==> src/rtl/regfile_operand_sequencer.sv <==
// rtl/regfile_operand_sequencer.sv - two-source operand fetch over a single registered read port
// Optional RF_ZERO_REG_EN: register 0 of every thread reads as zero and is never written.
module regfile_operand_sequencer #(
  parameter int DATA_WIDTH        = 64,
  parameter int REG_INDEX_BITS    = 5,
  parameter int THREAD_INDEX_BITS = 3
) (
  input  logic                                    clk,
  input  logic                                    rst_n,
  input  logic                                    in_req_valid,
  output logic                                    out_req_ready,
  input  logic [THREAD_INDEX_BITS-1:0]            in_req_tid,
  input  logic [REG_INDEX_BITS-1:0]               in_req_rs1,
  input  logic [REG_INDEX_BITS-1:0]               in_req_rs2,
  input  logic                                    in_wb_we,
  input  logic [THREAD_INDEX_BITS-1:0]            in_wb_tid,
  input  logic [REG_INDEX_BITS-1:0]               in_wb_rd,
  input  logic [DATA_WIDTH-1:0]                   in_wb_data,
  output logic [REG_INDEX_BITS+THREAD_INDEX_BITS-1:0] out_rf_raddr,
  output logic [REG_INDEX_BITS+THREAD_INDEX_BITS-1:0] out_rf_waddr,
  output logic [DATA_WIDTH-1:0]                   out_rf_wdata,
  output logic                                    out_rf_we,
  input  logic [DATA_WIDTH-1:0]                   in_rf_rdata,
  output logic                                    out_op_valid,
  input  logic                                    in_op_ready,
  output logic [THREAD_INDEX_BITS-1:0]            out_op_tid,
  output logic [DATA_WIDTH-1:0]                   out_op_a,
  output logic [DATA_WIDTH-1:0]                   out_op_b
);

  localparam int AW = REG_INDEX_BITS + THREAD_INDEX_BITS;

  typedef enum logic [2:0] {IDLE, ISSUE_A, ISSUE_B, CAPTURE_B, VALID} state_t;

  state_t                         state_q, state_d;
  logic [THREAD_INDEX_BITS-1:0]   tid_q, tid_d;
  logic [REG_INDEX_BITS-1:0]      rs1_q, rs1_d;
  logic [REG_INDEX_BITS-1:0]      rs2_q, rs2_d;
  logic                           fwd_a_q, fwd_a_d;
  logic                           fwd_b_q, fwd_b_d;
  logic [DATA_WIDTH-1:0]          fwd_a_data_q, fwd_a_data_d;
  logic [DATA_WIDTH-1:0]          fwd_b_data_q, fwd_b_data_d;
  logic                           op_valid_q, op_valid_d;
  logic [THREAD_INDEX_BITS-1:0]   op_tid_q, op_tid_d;
  logic [DATA_WIDTH-1:0]          op_a_q, op_a_d;
  logic [DATA_WIDTH-1:0]          op_b_q, op_b_d;

  logic [AW-1:0] addr_a, addr_b, wb_addr;
  logic          zero_a, zero_b, wb_zero;
  logic          hit_a, hit_b, accept;

  assign addr_a  = {tid_q, rs1_q};
  assign addr_b  = {tid_q, rs2_q};
  assign wb_addr = {in_wb_tid, in_wb_rd};

`ifdef RF_ZERO_REG_EN
  assign zero_a  = (rs1_q == '0);
  assign zero_b  = (rs2_q == '0);
  assign wb_zero = (in_wb_rd == '0);
`else
  assign zero_a  = 1'b0;
  assign zero_b  = 1'b0;
  assign wb_zero = 1'b0;
`endif

  assign hit_a = in_wb_we && (wb_addr == addr_a) && !zero_a;
  assign hit_b = in_wb_we && (wb_addr == addr_b) && !zero_b;

  assign out_req_ready = (state_q == IDLE) || ((state_q == VALID) && in_op_ready);
  assign accept        = in_req_valid && out_req_ready;

  assign out_rf_raddr = (state_q == ISSUE_B || state_q == CAPTURE_B) ? addr_b : addr_a;
  assign out_rf_waddr = wb_addr;
  assign out_rf_wdata = in_wb_data;
  assign out_rf_we    = rst_n && in_wb_we && !wb_zero;

  assign out_op_valid = op_valid_q;
  assign out_op_tid   = op_tid_q;
  assign out_op_a     = op_a_q;
  assign out_op_b     = op_b_q;

  always_comb begin
    state_d      = state_q;
    tid_d        = tid_q;
    rs1_d        = rs1_q;
    rs2_d        = rs2_q;
    fwd_a_d      = fwd_a_q;
    fwd_b_d      = fwd_b_q;
    fwd_a_data_d = fwd_a_data_q;
    fwd_b_data_d = fwd_b_data_q;
    op_valid_d   = op_valid_q;
    op_tid_d     = op_tid_q;
    op_a_d       = op_a_q;
    op_b_d       = op_b_q;
    case (state_q)
      IDLE: begin
        if (accept) begin
          tid_d   = in_req_tid;
          rs1_d   = in_req_rs1;
          rs2_d   = in_req_rs2;
          state_d = ISSUE_A;
        end
      end
      ISSUE_A: begin
        // A write landing with the read returns stale data, so remember it.
        fwd_a_d      = hit_a;
        fwd_a_data_d = in_wb_data;
        fwd_b_d      = 1'b0;
        state_d      = ISSUE_B;
      end
      ISSUE_B: begin
        if (zero_a)       op_a_d = '0;
        else if (hit_a)   op_a_d = in_wb_data;
        else if (fwd_a_q) op_a_d = fwd_a_data_q;
        else              op_a_d = in_rf_rdata;
        fwd_b_d      = hit_b;
        fwd_b_data_d = in_wb_data;
        op_tid_d     = tid_q;
        state_d      = CAPTURE_B;
      end
      CAPTURE_B: begin
        if (zero_b)       op_b_d = '0;
        else if (hit_b)   op_b_d = in_wb_data;
        else if (fwd_b_q) op_b_d = fwd_b_data_q;
        else              op_b_d = in_rf_rdata;
        if (hit_a) op_a_d = in_wb_data;
        op_valid_d = 1'b1;
        state_d    = VALID;
      end
      VALID: begin
        if (hit_a) op_a_d = in_wb_data;
        if (hit_b) op_b_d = in_wb_data;
        if (in_op_ready) begin
          op_valid_d = 1'b0;
          if (in_req_valid) begin
            tid_d   = in_req_tid;
            rs1_d   = in_req_rs1;
            rs2_d   = in_req_rs2;
            state_d = ISSUE_A;
          end else begin
            state_d = IDLE;
          end
        end
      end
      default: state_d = IDLE;
    endcase
  end

  always_ff @(posedge clk or negedge rst_n) begin
    if (!rst_n) begin
      state_q      <= IDLE;
      tid_q        <= '0;
      rs1_q        <= '0;
      rs2_q        <= '0;
      fwd_a_q      <= 1'b0;
      fwd_b_q      <= 1'b0;
      fwd_a_data_q <= '0;
      fwd_b_data_q <= '0;
      op_valid_q   <= 1'b0;
      op_tid_q     <= '0;
      op_a_q       <= '0;
      op_b_q       <= '0;
    end else begin
      state_q      <= state_d;
      tid_q        <= tid_d;
      rs1_q        <= rs1_d;
      rs2_q        <= rs2_d;
      fwd_a_q      <= fwd_a_d;
      fwd_b_q      <= fwd_b_d;
      fwd_a_data_q <= fwd_a_data_d;
      fwd_b_data_q <= fwd_b_data_d;
      op_valid_q   <= op_valid_d;
      op_tid_q     <= op_tid_d;
      op_a_q       <= op_a_d;
      op_b_q       <= op_b_d;
    end
  end

endmodule

==> config.mk <==
export PLATFORM = sky130hd
export DESIGN_NAME = regfile_operand_sequencer
export DESIGN_NICKNAME = d
export VERILOG_FILES = /design/src/rtl/regfile_operand_sequencer.sv
export SDC_FILE = /design/constraint.sdc
export NUM_CORES = 1
export LEC_CHECK = 0
export BUFFER_PORTS_ARGS = -buffer_cell sky130_fd_sc_hd__buf_2
export CAP_MARGIN = 5
export CORE_UTILIZATION = 35
export CTS_CLUSTER_DIAMETER = 150
export DETAILED_ROUTE_END_ITERATION = 7
export PLACE_DENSITY = 0.64
export RECOVER_POWER = 50
export SETUP_SLACK_MARGIN = 0.15
export SYNTH_ARGS = -nofsm -noshare
export SYNTH_HDL_FRONTEND = slang
export SYNTH_SLANG_ARGS = --single-unit
==> constraint.sdc <==
create_clock -name clk -period 2.1 [get_ports clk]
set_clock_uncertainty 0.1 [all_clocks]
set_input_delay 0.315 -clock clk [delete_from_list [all_inputs] [get_ports clk]]
set_output_delay 0.315 -clock clk [all_outputs]
set_load 0.02 [all_outputs]
==> results.yml <==
outcome:
  outcome: "complete, but fails checks"
  violations: "slew limit, setup timing"
detailed_routing:
  drc: 0
  dr.first_iter.drc_count: 727
  avgRoutedWirePerCell_um: 19.7
  viasPerCell: 5.26
  dr.pass1.iters: 5
  finalWirelength_um: 43700
  vias: 11700
  antenna_left: 0
timing:
  timing.final.crit_share_pct: 101
  hold_ws_ns: 0.270
  rsz0062_at_grt: "true"
  min_period_ns: 2.13
  hold_viol_final: 0
  worst_slew_pin_slew_ns: 1.53
  setup_ws_ns: -0.0253
  slew_violations: 84
  finalSetupTns_ns: -0.0668
  slew-limit-headroom_pct: -1.98
  setup_viol: 5
  fmax_ghz: 0.471
floorplanning:
  start_util_pct: 35.5
  die_y_um: 194
  core_um2: 36500
  die_area_um2: 37800
  row_count: 70
  pin_count: 368
  fp.dieW_um: 194
setup_path:
  crit_path_start: "state_q[2]"
  critPathLaunchType: "flop"
  reg2reg_depth: 9
  r2r_start: "state_q[2]"
  cp_data_required_time_ns: 1.68
  cp-end-kind: "output port"
  cp.depth: 4
  r2r-end: "out_op_b[12]"
  cp_slowest_cell: "dfrtp_2"
  critPathMaxStageDelay_ns: 0.42
  crit_buf_inv: 2
  cp_cell_sequence: "nor2b_4 -> buf_8 -> mux2_4 -> buf_6"
  cpLargestDelayFamily: "flip-flops"
  cp_max_fo: 7
  r2r_slack_ns: 0.04
  crit_type: "flop to output port"
  arrival_ns: 1.71
cts:
  cts_tree: "yes"
  clk_latency_ns: 0.57
  cts_buffers: 31
  cts_buffer_depth: 3
  clock-root-buffer: "clkbuf_16"
  clk_pin_slew_ns: 0.06
  cts.sinks: 278
  cts_htree_levels: 1
final_layout:
  nets: 1882
  fin_area_um2: 18200
  stdcell_count: 2217
  diodes: 0
  area_growth_pct: 40.1
  final_layout_size_suffix_gt1_share_pct: 32.2
  final_util_pct: 49.7
  nFillCells: 3271
min_path:
  hold_depth: 5
  hold_start: "in_wb_rd[1]"
  whs_endpoint: "fwd_a_q"
  min_path_type: "input pin to flop"
logic_synthesis:
  synth.avg_cell_area_um2: 10.0
  synth_nets: 1445
  synth_top_area_share_pct: 53.7
  synth-seq-cells: 278
  synth_top_cell_by_area: "dfrtp_1"
  syn_area_um2: 13000
  ys_types: 37
  postSynthCellCount: 1291
  yosysWarnings: 0
  ys_top_cells_by_area: "dfrtp_1, nand2_1, mux2i_1"
  ys_seq_area_share_pct: 53.7
pwr:
  leakage_nw: 8.52
  power_density_nw_per_um2: 1460
  power_mw: 26.4
  max-vdd-ir-drop_mv: 0.807
grt:
  grt_pass1_vias: 11800
  grt_max_degree: 132
  grt_remaining_overflow: 0
  grt_util_all_layers_pct: 21.8
  grt_pass1_wl_um: 66400
  antenna_found_initial: 0
placed_design:
  dp.cells: 1995
  pre_cts_ws_ns: 0.0903
  hpwlAfterDp_um: 25300
  postPlaceCellArea_um2: 15000
  port_buffers: 367
  place.gp.congestion: 0.798
job:
  maxCapViolations: 0
layout make-up:
cell class              instances  area, µm²  share of cell area (%)
clock buffers                  46        912                    5.02
clock inverters                 8       68.8                   0.379
inverters                       2       10.0                  0.0551
multi-input cells             845       5430                    29.9
flip-flops and latches        278       6970                    38.4
well taps                     468        586                    3.23
repair buffers                570       4180                    23.0
synthesized netlist by cell type, drive strengths merged:
cell and count:
a21o 1, nor3 3, xor2 10, xnor2 3, a211oi 1, and4 1, a22oi 63, nand2b 1
buf 114, o21ai 130, a41oi 1, nand3 3, nor2b 2, nand2 399, mux2 18, nand3b 1
a32oi 64, or3 1, clkbuf 52, o2111a 2, inv 2, a21oi 2, nor2 4, and2 3
o2111ai 1, mux2i 128, nor3b 2, dfrtp 278, o211ai 1
registers in the layout, summed over array words and instances (netlist names), 3 cells and up:
| signal | cells |
|---|---|
| rs2_q | 5 |
| state_q | 3 |
| out_op_b | 64 |
| fwd_a_data_q | 64 |
| fwd_b_data_q | 64 |
| tid_q | 3 |
| out_op_a | 64 |
| out_op_tid | 3 |
| rs1_q | 5 |
layer usage:
metal / global-route usage (%) / part of all wire, % / vias to the layer above
met2: 37.3 / 49 / 491
met4: 5.85 / 2.3 / 0
met5: 0 / 0 / -
met1: 28.2 / 42 / 5801
met3: 4.34 / 7.0 / 87
li1: - / - / 5286
worst reg2reg max path, stage by stage (launching register included):
cell,delay [ns]
dfrtp_2,0.42
buf_4,0.17
inv_4,0.07
nor3_2,0.04
buf_4,0.14
buf_4,0.15
o2111a_2,0.31
buf_12,0.19
a22oi_2,0.27
o21ai_1,0.09
where the power goes:
part	internal, mW	switching, mW	total, mW
Clock	3.09	2.18	5.27
Combinational	4.59	7.01	11.6
Sequential	8.00	1.57	9.56
Total	15.7	10.8	26.4
how the worst max path moves through the flow:
| stage | to | slack [ns] |
|---|---|---|
| final | out_rf_raddr[4] | -0.03 |
| after floorplan | rs1_q[0] | 0.13 |
| after global routing | out_rf_raddr[4] | -0.09 |
| after detailed placement | out_op_a[9] | 0.09 |
| after global placement | out_op_a[9] | 0.16 |
| after CTS | out_rf_raddr[0] | -0.06 |
logic make-up after synthesis:
| group | count (synthesis) | share of synthesized area (%) |
|---|---|---|
| multiplexers | 146 | 11.5 |
| buffers and inverters | 168 | 7.66 |
| AND/OR/NAND/NOR | 420 | 12.6 |
| flip-flops | 278 | 53.7 |
| XOR/XNOR | 13 | 0.879 |
| AO/OA/AOI/OAI | 266 | 13.8 |
cells in the final DEF (no fill, tap or decap), types with 14 or more instances in the layout:
master | netlist | layout
dlygate4sd3_1 | 0 | 144
a22oi_2 | 0 | 43
dfrtp_1 | 278 | 273
buf_2 | 21 | 352
a32oi_1 | 64 | 50
mux2i_1 | 128 | 128
o21ai_1 | 127 | 127
nand2_1 | 399 | 397
buf_12 | 0 | 24
clkbuf_1 | 51 | 16
buf_4 | 73 | 21
a32oi_2 | 0 | 14
clkbuf_16 | 0 | 36
a22oi_1 | 63 | 20
what timing repair did:
item	4_1_cts	5_1_grt
cloned	0	6
endpoints found under the setup margin	113	134
buffers inserted	7	11
hold buffers	144	0
endpoints found under the hold margin	549	0
resized for setup	23	68
pin swaps	1	13
No activity file was read; power rests on OpenSTA's default activity.
